## src/rtl/sbp_pkg.sv

```systemverilog
// sbp_pkg: shared widths, root stage id and arbiter FSM states
package sbp_pkg;
  localparam int STAGE_ID_BITS = 6;
  localparam int LOCATION_BITS = 11;
  localparam int RESULT_BITS = 24;
  localparam int ROOT_STAGE_ID = 1;
  typedef enum logic {RUN = 1'b0, DRAIN = 1'b1} state_t;
endpackage

```

## src/rtl/sbp_inject_arbiter.sv

```systemverilog
// sbp_inject_arbiter: arbitrates lookups and update beats into the search pipeline head
module sbp_inject_arbiter
  import sbp_pkg::*;
#(
  parameter int STAGE_ID_BITS = sbp_pkg::STAGE_ID_BITS,
  parameter int LOCATION_BITS = sbp_pkg::LOCATION_BITS,
  parameter int RESULT_BITS = sbp_pkg::RESULT_BITS,
  parameter int MAX_UPD_BURST = 4,
  parameter int DRAIN_CYCLES = 48
) (
  input  logic                     clk,
  input  logic                     rst,
  input  logic                     lkp_valid_i,
  output logic                     lkp_ready_o,
  input  logic [31:0]              lkp_ip_addr_i,
  input  logic                     upd_valid_i,
  output logic                     upd_ready_o,
  input  logic [31:0]              upd_prefix_i,
  input  logic [5:0]               upd_prefix_len_i,
  input  logic [STAGE_ID_BITS-1:0] upd_stage_id_i,
  input  logic [LOCATION_BITS-1:0] upd_location_i,
  input  logic [RESULT_BITS-1:0]   upd_result_i,
  input  logic                     upd_commit_i,
  output logic                     valid_o,
  output logic                     update_o,
  output logic [31:0]              ip_addr_o,
  output logic [5:0]               bit_pos_o,
  output logic [STAGE_ID_BITS-1:0] stage_id_o,
  output logic [LOCATION_BITS-1:0] location_o,
  output logic [RESULT_BITS-1:0]   result_o,
  output logic                     busy_o
);
  state_t state;
  logic [3:0] burst_cnt;
  logic [7:0] drain_cnt;
  logic run, upd_go, lkp_go, burst_full;
  // grants are combinational; a capped update burst yields to a waiting lookup
  always_comb begin
    run = !rst && state == RUN;
    burst_full = burst_cnt >= 4'(MAX_UPD_BURST);
    upd_ready_o = run && upd_valid_i && (!burst_full || !lkp_valid_i);
    lkp_ready_o = run && lkp_valid_i && !upd_ready_o;
    upd_go = upd_valid_i && upd_ready_o;
    lkp_go = lkp_valid_i && lkp_ready_o;
    busy_o = state == DRAIN;
  end
  // a committed batch blocks injection until its last write has left the pipeline
  always_ff @(posedge clk or posedge rst) begin
    if (rst) begin
      state <= RUN;
      drain_cnt <= '0;
    end else if (state == RUN) begin
      if (upd_go && upd_commit_i) begin
        state <= DRAIN;
        drain_cnt <= 8'(DRAIN_CYCLES);
      end
    end else begin
      drain_cnt <= drain_cnt - 8'd1;
      if (drain_cnt == 8'd1) state <= RUN;
    end
  end
  // counts back-to-back update grants so lookups are not starved
  always_ff @(posedge clk or posedge rst) begin
    if (rst) burst_cnt <= '0;
    else if (!upd_valid_i || lkp_go) burst_cnt <= '0;
    else if (upd_go && !burst_full) burst_cnt <= burst_cnt + 4'd1;
  end
  // registered pipeline head; idle cycles drop valid and select no stage
  always_ff @(posedge clk or posedge rst) begin
    if (rst) begin
      valid_o <= 1'b0;
      update_o <= 1'b0;
      ip_addr_o <= '0;
      bit_pos_o <= '0;
      stage_id_o <= '0;
      location_o <= '0;
      result_o <= '0;
    end else begin
      valid_o <= upd_go || lkp_go;
      update_o <= upd_go;
      stage_id_o <= upd_go ? upd_stage_id_i : lkp_go ? STAGE_ID_BITS'(ROOT_STAGE_ID) : '0;
      if (upd_go) begin
        ip_addr_o <= upd_prefix_i;
        bit_pos_o <= upd_prefix_len_i;
        location_o <= upd_location_i;
        result_o <= upd_result_i;
      end else if (lkp_go) begin
        ip_addr_o <= lkp_ip_addr_i;
        bit_pos_o <= '0;
        location_o <= '0;
        result_o <= '0;
      end
    end
  end
endmodule

```

## config.mk

```make
export PLATFORM = sky130hd
export DESIGN_NAME = sbp_inject_arbiter
export DESIGN_NICKNAME = d
export VERILOG_FILES = /design/src/rtl/sbp_pkg.sv /design/src/rtl/sbp_inject_arbiter.sv
export SDC_FILE = /design/constraint.sdc
export NUM_CORES = 1
export LEC_CHECK = 0
export BUFFER_PORTS_ARGS = -buffer_cell sky130_fd_sc_hd__buf_2
export CAP_MARGIN = 20
export CORE_MARGIN = 2
export CORE_UTILIZATION = 46
export DETAILED_ROUTE_END_ITERATION = 16
export PLACE_DENSITY = 0.8
export RECOVER_POWER = 50
export REMOVE_ABC_BUFFERS = 1
export SYNTH_ARGS = -nofsm -noshare
export SYNTH_HDL_FRONTEND = slang
export SYNTH_SLANG_ARGS = --single-unit
```

## constraint.sdc

```tcl
create_clock -name clk -period 3.4 [get_ports clk]
set_input_delay 0.34 -clock clk [delete_from_list [all_inputs] [get_ports clk]]
set_output_delay 0.34 -clock clk [all_outputs]
set_load 0.005 [all_outputs]
```

## Yosys cells after proc, flatten, opt, wreduce, memory -nomap -nowiden

Cells that the tools add are included.

- $lt $le $gt $ge: 1
- Multiplexer cells: 17
- Eq/ne operators: 1
- Bitwise gates (word level): 1
- Add/sub/neg operators: 2
- Reduce and logical (&&, ||, !) cells: 20

Operators by type and width:

| cell | number |
|---|---|
| $mux 32 | 2 |
| $mux 24 | 2 |
| $mux 11 | 2 |
| $mux 6 | 3 |
| $mux 8 | 2 |
| $logic_and 1x1->1 | 9 |
| $eq 8x1->1 const B | 1 |
| $mux 4 | 2 |
| $sub 8x1->8 const B | 1 |
| $reduce_bool 2->1 | 3 |
| $logic_not 1->1 | 5 |
| $add 4x1->4 const B | 1 |
| $ge 4x3->1 const B | 1 |
| $mux 1 | 4 |
| $logic_or 1x1->1 | 3 |
| $not 1->1 | 1 |

- Word-level logic and storage cells: 52
- Flip-flop bits (word level): 94
- Bits of input ports: 116
- Output and inout bits: 84

## Depth between registers and ports, before layout

Gate-level depths: netlist (run 1).

- Depth after elaboration: 9
- Depth in mapped cells: 7
- Mapped depth without buffers: 6

## Worst setup path after synthesis (run 1)

OpenSTA, ideal clock, no wires.

- Path kind: register to output
- Start point: register state, in the netlist busy_o
- End point: output port upd_ready_o
- Data required time: 3060 ps
- Arrival: 1055 ps
- Stages on the path, launching flop included: 6
- Path buffers: 2
- Slack: 2005 ps
- Cell sequence: dfrtp_1 buf_6 nor2_8 nand3_4 clkinv_4 buf_4

- Cells in the longest elaborated chain, start to end: 4

RTL lines:

| item | RTL line | source |
|---|---|---|
| start, declared | sbp_inject_arbiter.sv:33 | `state_t state;` |
| start signal, assigned | sbp_inject_arbiter.sv:50 | `state <= RUN;` |
| start signal, assigned | sbp_inject_arbiter.sv:54 | `state <= DRAIN;` |
| start signal, assigned | sbp_inject_arbiter.sv:59 | `if (drain_cnt == 8'd1) state <= RUN;` |
| $not 1->1 | - |  |
| $logic_and 1x1->1 | sbp_inject_arbiter.sv:39 | `run = !rst && state == RUN;` |
| $logic_and 1x1->1 (2 in a row) | sbp_inject_arbiter.sv:41 | `upd_ready_o = run && upd_valid_i && (!burst_full \|\| !lkp_valid_i);` |
| end, declared | sbp_inject_arbiter.sv:17 | `output logic upd_ready_o,` |

No other way between the ends.

## Worst setup path in the final report (run 1)

- Start point: register state, in the netlist busy_o
- End point: register ip_addr_o[17]

- Cells in the longest elaborated chain, start to end: 8
- Elaborated cells between the ends (all ways): 11
- Classes of those cells: mux: 1; bitwise: 1; reduce/logical: 9

RTL lines:

| item | RTL line | source |
|---|---|---|
| $not 1->1 (*) | - |  |
| $logic_and 1x1->1 (*) | sbp_inject_arbiter.sv:39 |  |
| $logic_and 1x1->1 (2 in a row) | sbp_inject_arbiter.sv:41 |  |
| $logic_not 1->1 | sbp_inject_arbiter.sv:42 | `lkp_ready_o = run && lkp_valid_i && !upd_ready_o;` |
| $logic_and 1x1->1 | sbp_inject_arbiter.sv:42 |  |
| $logic_and 1x1->1 | sbp_inject_arbiter.sv:44 | `lkp_go = lkp_valid_i && lkp_ready_o;` |
| $reduce_bool 2->1 (no line) | - |  |
| end signal, assigned | sbp_inject_arbiter.sv:83 | `ip_addr_o <= upd_prefix_i;` |
| end signal, assigned | sbp_inject_arbiter.sv:88 | `ip_addr_o <= lkp_ip_addr_i;` |
| end, declared | sbp_inject_arbiter.sv:26 | `output logic [31:0] ip_addr_o,` |

Mark *: on every way between the ends. The rest lies on a longest branch, timed or not.
A chain may end at the register's enable or synchronous reset.

==> reports/summary.md, run 1 <==
After the flow finishes, the layout carries non-filler instances totaling 654. Area share of the largest cell type after synthesis: 0.566. After detailed placement, the design holds a cell count of 637. The share of synthesized area spent on multiplexers was 0.00512.

The number of buffers created by CTS was 9. In the post-synthesis netlist, the biggest area contributors are dfrtp_1 (57%), a21oi_2 (13%), a22o_1 (8.6%). For the total setup violations reported at the end of the flow, the log shows 0. Global routing finished with a remaining overflow of 0. The endpoint kind of the worst setup timing path is a flip-flop. Derived from the worst setup path, the maximum achievable clock frequency is 391 MHz. After synthesis, the largest family of logic cells by area is compound AO/OA/AOI/OAI gates. The starting density of the core is 0.476. STA classifies the critical path startpoint as a flip-flop. The number of antenna violations at the first check in global routing is 0, and the x dimension of the die is 99.0 um. The layout cell share with drive strength beyond 1 works out to 0.504. The fraction of the mapped netlist area in adder cells is 0.00904. The complex-gate fraction of the synthesized area works out to 0.246. The die is 99.0 um tall.

The tree built by TritonCTS fans out to 94 sinks. Buffers placed on the I/O ports in this run total 199. The number of enable flip-flop cells after synthesis came out at 0. The core box area is 8720 um2. The combinational group share of total power was 0.361; the number of hold buffers added after CTS was 0. The number of inserted filler cells in the final layout came out at 745. The logs give 4150 um2 for the cell area after synthesis and 34 for the floorplan row count.

The count of nets left with antenna violations once routing finished came out at 0. The tools report the launch point of the worst path as busy_o. Kind of cell adding the most delay to the critical path: buffers and inverters.

Among all flip-flop cells after synthesis, the most frequent one is dfrtp_1. The first routing iteration left 119 violations. The worst max-slew margin expressed relative to the limit is -0.0869, and the aggregate global-route resource usage is 0.205. The highest fanout seen on the critical path was 42.

The pin slew with the least headroom to its limit came out at 1620 ps. The area growth from synthesis to layout is 28.0%. The floorplan step defined a die boundary enclosing 9800 um2.

The post-route minimum period was 2560 ps. The largest net degree at the start of global routing was 74; the average wire per cell in the routed design was 15.4 um. After routing the design area is 5320 um2. In this run the mean area of a mapped cell was 11.9 um2.

The congestion estimate from routability-driven global placement came to 0.826. The logs give 0.408 mV for the worst supply voltage drop on vdd and 1.42 mW for the reported net switching power. Yosys instantiated no cell more often than dfrtp_1. The final reports fail on max-capacitance violations, max-slew violations. The run finished, with violations left.

The placed instances occupy a cell area of 5110 um2. The final count of hold timing violations came out at 0. The final period utilization was 0.753. For the worst setup path, the data required time is 3670 ps. The tools report the worst flop-to-flop path startpoint as busy_o.

Gates resized during post-CTS repair numbered 0. The run gives 2830 ps as the arrival time of the worst setup path. The final cell utilization of the core was 0.610; the combined buffer and inverter count along the critical path was 2.

The run gives 3 as the level count of the clock H-tree. The internal power is 2.73 mW, and the post-synthesis sequential area ratio is 0.566. The number of setup buffers added after CTS is 0.

The analysis attributes to cell leakage a power of 2.68 nW. The number of global-route vias before repair is 3442. The flop and latch count out of synthesis works out to 94. Dividing total power by cell area gives a power density of 780 nW/um2. The total length of routed wires is 10100 um, and the number of pins exceeding their max-slew limit in the final report is 67.

Number of top-level design ports: 200. Detailed placement ended at an HPWL of 7210 um. The simple-gate share of the synthesized area works out to 0.112. In this design, the critical path's most frequently occurring cell is a21oi_1.

The number of antenna repair diodes was 0. CTS placed an instance of clkbuf_8 at the clock tree root. The number of vias per cell was 5.21. Clock latency on the worst-skew pair, taken at its later pin, is 350 ps.

The tightest min-delay check is of the in2reg type. In this run the most critical hold path is launched from upd_stage_id_i[3]. The tools report the via count as 3407. The proportion of synthesized flip-flops having asynchronous set or reset works out to 1.00. The dominant cell type by area after synthesis was dfrtp_1. The xor/xnor cell area share of the yosys netlist works out to 0.00211.

Relative contribution of the clock network to total power: 0.185. After detailed routing, the number of remaining DRC violations is 0. For this run, the number of Yosys warnings is 0. The final net count came out at 660.

The fraction of power spent switching nets was 0.342; the setup skew after layout was 9.73 ps. The tool flagged a number of max-cap violations equal to 2. Setup repair after global routing left no endpoint under its margin. The tools report the number of standard cells after synthesis as 350. TritonCTS built the clock tree. The worst setup path is of the reg2reg kind. Traced cell by cell, the critical path runs through nor2_8 -> nand3_4 -> clkinv_4 -> buf_4 -> a21oi_1 -> a21oi_1.

The first-pass iteration count of the detailed router came out at 4. Among all stages on the critical path, the largest delay is contributed by dfrtp_1. Number of unique standard cell types used by synthesis: 40. The run gives 0.454 as the sequential share of power. No sink is reached through more buffers than the 2 on the longest clock path.

Sorting the synthesized cells by how often they occur yields dfrtp_1 (94), a21oi_2 (61), a22o_1 (41). For this run, the slowest stage of the critical path takes 540 ps. Setup slack closes at 840 ps.

First-pass GRT wire length: 16100 um. The design draws 4.15 mW. The post-placement worst setup slack is 855 ps. After clock tree synthesis, the clock-pin slew on the worst setup and hold paths is 90 ps.
-- final timing paths --
| path | endpoint | depth (start not counted) | slack (ps) |
|---|---|---|---|
| worst max-delay path | ip_addr_o[17] | 6 | 840 |
| worst min-delay path | stage_id_o[3] | 2 | 190 |
| worst max register to register | ip_addr_o[17] | 6 | 840 |
| worst min register to register | drain_cnt[6] | 1 | 500 |
| max in group asynchronous | result_o[9] | 3 | 880 |
| min in group asynchronous | ip_addr_o[21] | 2 | 490 |
-- metal layers --
| layer | global-route usage | part of all wire |
|---|---|---|
| met4 | 0.0706 | 0.015 |
| met1 | 0.265 | 0.41 |
| met5 | 0 | 0 |
| met2 | 0.341 | 0.50 |
| met3 | 0.0447 | 0.073 |
-- layout by cell type, fill, tap and decap left out, drive strengths merged, types with 2 or more instances in the layout --
cell      synthesis  routed
a21oi            71      71
a22o             41      41
and2              5       5
buf              24     188
clkbuf            0      26
clkinv            1       3
clkinvlp          0       2
dfrtp            94      94
ha                3       3
inv               5       6
nand2            39      39
nand3             3       3
nor2             37      37
nor2b             3       3
nor4              2       2
nor4b             2       2
o21ai             5       5
-- sequential cells by signal (all words and copies together) (netlist names) --
| name | count |
|---|---|
| bit_pos_o | 6 |
| result_o | 24 |
| drain_cnt | 8 |
| burst_cnt | 4 |
| location_o | 11 |
| update_o | 1 |
| busy_o | 1 |
| stage_id_o | 6 |
| valid_o | 1 |
| ip_addr_o | 32 |
-- power by group through the flow --
stage	Combinational, mW	Clock, mW	Sequential, mW
floorplan	0.808	0	1.91
global placement	1.48	0	1.88
detailed placement	1.53	0	1.90
CTS	1.53	0.790	1.88
global route	1.66	0.836	1.95
finish	1.50	0.767	1.88
-- metrics by stage --
| stage | hold WS [ps] | TNS, ps |
|---|---|---|
| 6_report | 186 | 0 |
| 4_1_cts | 65.0 | 0 |
| 3_3_place_gp | 452 | 0 |
| 3_5_place_dp | 459 | 0 |
| 2_1_floorplan | 413 | -13990 |
| 5_1_grt | 167 | 0 |
-- area by class of cell --
cell class / instances / area [um2] / share of cell area
clock buffers: 10 / 138 / 0.0259
clock inverters: 6 / 68.8 / 0.0129
inverters: 6 / 28.8 / 0.00541
multi-input cells: 226 / 1560 / 0.294
flip-flops and latches: 94 / 2350 / 0.442
well taps: 108 / 135 / 0.0254
repair buffers: 204 / 1030 / 0.194
-- worst register-to-register path, delay by kind of cell (launching register included) --
family,cells,cell delay (ps)
and+or+nand+nor,2,590
AOI/OAI and AO/OA,2,370
DFF,1,540
buffers and inverters,2,980
-- cells by family after synthesis --
family,after synthesis
buf+inv,30
fa+ha+maj,3
compound gates,123
xor+xnor,1
flops,94
simple gates,97
mux,2
(Power assumes the default switching activity.)
==> inputs of run 2 (changes only) <==
--- a/config.mk
+++ b/config.mk
@@ -5,12 +5,13 @@
 export SDC_FILE = /design/constraint.sdc
 export NUM_CORES = 1
 export LEC_CHECK = 0
+export ABC_AREA = 1
 export BUFFER_PORTS_ARGS = -buffer_cell sky130_fd_sc_hd__buf_2
 export CAP_MARGIN = 20
 export CORE_MARGIN = 2
-export CORE_UTILIZATION = 46
+export CORE_UTILIZATION = 42
 export DETAILED_ROUTE_END_ITERATION = 16
-export PLACE_DENSITY = 0.8
+export PLACE_DENSITY = 0.76
 export RECOVER_POWER = 50
 export REMOVE_ABC_BUFFERS = 1
 export SYNTH_ARGS = -nofsm -noshare
==> constraint.sdc (replaced) <==
create_clock -name clk -period 2.35 [get_ports clk]
set_input_delay 0.235 -clock clk [delete_from_list [all_inputs] [get_ports clk]]
set_output_delay 0.235 -clock clk [all_outputs]
set_load 0.005 [all_outputs]
==> run 2 against run 1 <==
Net effect: the flow now finishes without violations; critical path depth increased by 2; final cell count up 37%; synthesized area is 4.5% higher; global-route usage fell by 1.1 points; largest cell class unchanged; largest power group unchanged; highest routed layer unchanged.
==> reports/summary.md, run 2 <==
For the setup skew after layout, the log shows 8.80 ps (-0.926 ps). The clock slew at the register clock pins of the worst setup and hold paths was 90 ps (about the same). The final period utilization works out to 0.870. The logs give 0 (unchanged) for the number of antenna violations at the first check in global routing and 2 (unchanged) for the maximum clock insertion buffer count. The number of unique standard cell types used by synthesis is 22 (-45%). Counting flops per register, the top entry is ip_addr_o. Among all flip-flop cells after synthesis, the most frequent one is dfrtp_1. The via count is 4162 (+22%).

The layout overhead on the synthesized area is 29.1%, and the static leakage power is 3.62 nW (+35%). The dominant cell type by area after synthesis is dfrtp_1. The routed length on met3 is 757 um (+3.1%), and the achievable frequency is 489 MHz. Placer congestion estimate: 0.834 (+0.93%). The largest registers in the layout are ip_addr_o (32), result_o (24), location_o (11).

The tools report the floorplan row count as 37 (+8.8%). The run gives 200 (unchanged) as the number of top-level design ports. The endpoint identified for the worst register-to-register timing path is bit_pos_o[0]. The aggregate global-route resource usage is 0.194 (-0.0107).

The number of enable flip-flop cells after synthesis is 0 (unchanged), and the level count of the clock H-tree is 3 (unchanged). The number of buffers created by CTS is 9 (unchanged). The run gives 876 (+33%) as the final net count.

The residual DRC count came out at 0 (unchanged). The origin of the worst min-delay path was upd_result_i[8]. The number of vias per cell came out at 4.63 (-11%). The top cell types in the final layout, fill and taps aside, are nand2_1 (242), buf_2 (158), dfrtp_1 (94). The arrival time of the worst setup path came out at 1810 ps (-1020 ps).

The path type of the worst setup path was in2out. The leading cell type in the layout, fill and taps excluded was nand2_1. The final count of hold timing violations was 0 (unchanged); the number of pins exceeding their max-slew limit in the final report was 0 (-100%). The layout cell share with drive strength beyond 1 is 0.249 (-0.254), and the largest net degree at the start of global routing is 74 (unchanged).

The number of buffers added on ports was 199 (unchanged); the average wire per cell in the routed design was 11.9 um (-23%). The core box area was 10200 um2 (+17%); the met1 layer wirelength in the final routing was 4600 um (+9.9%). The vertical die dimension was 106 um (+6.7%); the hold-critical path depth was 3 (+1).

The library cell used as clock root buffer was clkbuf_8. Number of standard cells after synthesis: 563 (+61%). The length in cells of the worst reg-to-reg path came out at 8 (+2). The class of the tightest hold or removal check is in2reg. The run gives 17500 um (+8.9%) as the first-pass GRT wire length. The highest fanout seen on the critical path works out to 13 (-69%). For the clock latency reported for the late side of the worst-skew pair, the log shows 360 ps (about the same).

The max capacitance violation total was 0 (-2); the post-route minimum period was 2040 ps. For the overall die area, the log shows 11200 um2 (+14%). The run gives 0 (unchanged) as the total congestion overflow. For the clock sink count, the log shows 94 (unchanged). The flow ran to the end, and the final reports show no timing, DRC or antenna violations. Average instance area after synthesis: 7.71 um2 (-35%). The post-place instance area is 5460 um2 (+6.9%). Flop and latch count out of synthesis: 94 (unchanged).

The total negative slack is 0 ps (unchanged), and the area share of the largest cell type after synthesis is 0.542 (-0.0245). The worst setup path is launched from an input port. TritonCTS built the clock tree. The cell area after synthesis is 4340 um2 (+4.5%), and the power density over the cells is 510 nW/um2 (-35%).

The final instance area came out at 5610 um2 (+5.4%). Number of global-route vias before repair: 3913 (+14%). Among all cell types in the netlist, the one instantiated most often is nand2_1. By area the synthesized netlist is led by dfrtp_1 (54%), nand2_1 (21%), nand3_1 (8.6%). The number of warnings printed during yosys synthesis is 0 (unchanged). The starting density of the core is 0.426 (-0.0500), and the pin slew with the least headroom to its limit is 1350 ps (-267 ps). The worst max-slew margin expressed relative to the limit was 0.0968 (+0.184). For the worst supply voltage drop on vdd, the log shows 0.255 mV (-37%).

Top layer reached by signal wires: met4. The placed wire-length estimate is 7800 um (+8.1%), and the x dimension of the die is 106 um (+6.7%). Endpoint kind of the worst setup timing path: an output pin.

The met2 layer wire length in the routed design was 5250 um (+4.4%); the remaining number of nets flagged by the antenna check after routing was 0 (unchanged). For the post-synthesis sequential area ratio, the log shows 0.542 (-0.0245). The proportion of synthesized flip-flops having asynchronous set or reset works out to 1.00 (unchanged). The worst setup slack for register-to-register paths was 720 ps (-120 ps); the count of cells resized by post-cts repair was 0 (unchanged). The run gives 10700 um (+6.1%) as the total length of routed wires. For the starting DRC count in detailed routing, the log shows 248 (+110%). The worst register-to-register path begins at busy_o.

The number of flip-flops under the largest register name is 32 (unchanged). For hold timing, the worst endpoint is result_o[8]. Required time of the critical path: 2120 ps (-1550 ps). Setup repair after global routing left no endpoint under its margin.

By count the netlist is led by nand2_1 (241), dfrtp_1 (94), inv_1 (86). Total setup violations reported at the end of the flow: 0 (unchanged). For the number of antenna repair diodes, the log shows 0 (unchanged). First-pass iteration count of the detailed router: 4 (unchanged).
[run 2: layout make-up]
| class | instances | area [um2] |
|---|---|---|
| Fill cell | 976 | 4580 |
| Sequential cell | 94 | 2350 |
| Multi-Input combinational cell | 355 | 1520 |
| Timing Repair Buffer | 208 | 1030 |
| Inverter | 89 | 335 |
| Tap cell | 136 | 170 |
| Clock buffer | 9 | 124 |
| Clock inverter | 7 | 72.6 |
[run 2: metrics by stage]
stage	total power [mW]	utilization	instances	worst slack, ps	hold slack (ps)
after global placement	1.82	0.536	881	836	391
after global routing	2.99	0.550	898	166	49.6
after floorplan	1.71	-	538	-3930	341
after CTS	2.91	0.556	898	393	40.6
final	2.86	0.550	898	306	59.2
after detailed placement	1.82	0.536	881	771	391
[run 2: critical path: stages]
cell,delay [ps]
dlygate4sd3_1,530
buf_2,120
clkinvlp_2,110
nand2_1,160
nor2_8,170
nand2_4,130
inv_2,170
buf_2,170
[run 2: report_power, final]
group / total (mW) / internal [mW] / switching, mW
clock network: 1.07 / 0.495 / 0.576
logic: 0.170 / 0.0844 / 0.0860
registers: 1.62 / 1.62 / 0.0000000000000000352
total: 2.86 / 2.20 / 0.662
[run 2: metal layers]
layer,global-route usage,vias up
met2,0.336,159
met4,0.0620,0
li1,-,2073
met3,0.0451,12
met5,0,-
met1,0.240,1918
[run 2: repair_timing]
item | CTS | global route
hold endpoints to repair | 32 | 0
hold buffers | 1 | 0
setup buffers | 0 | 0
[run 2: worst max path at each step]
| stage | startpoint | end | slack (ps) |
|---|---|---|---|
| floorplan | rst | ip_addr_o[0] | -3930 |
| global placement | busy_o | ip_addr_o[22] | 840 |
| detailed placement | busy_o | ip_addr_o[22] | 770 |
| CTS | rst | upd_ready_o | 390 |
| global route | rst | drain_cnt[2] | 170 |
| finish | rst | upd_ready_o | 310 |
[run 2: cell families (layout without fill, tap and decap cells)]
kind of cell               count (synthesis)  count (layout)  synth area share
xor gates and xnor gates                   1               1           0.00202
adders and majority gates                  3               3           0.00865
buffers and inverters                    114             313             0.108
AOI/OAI and AO/OA                          8               8            0.0107
and+or+nand+nor                          343             343             0.329
DFF                                       94              94             0.542
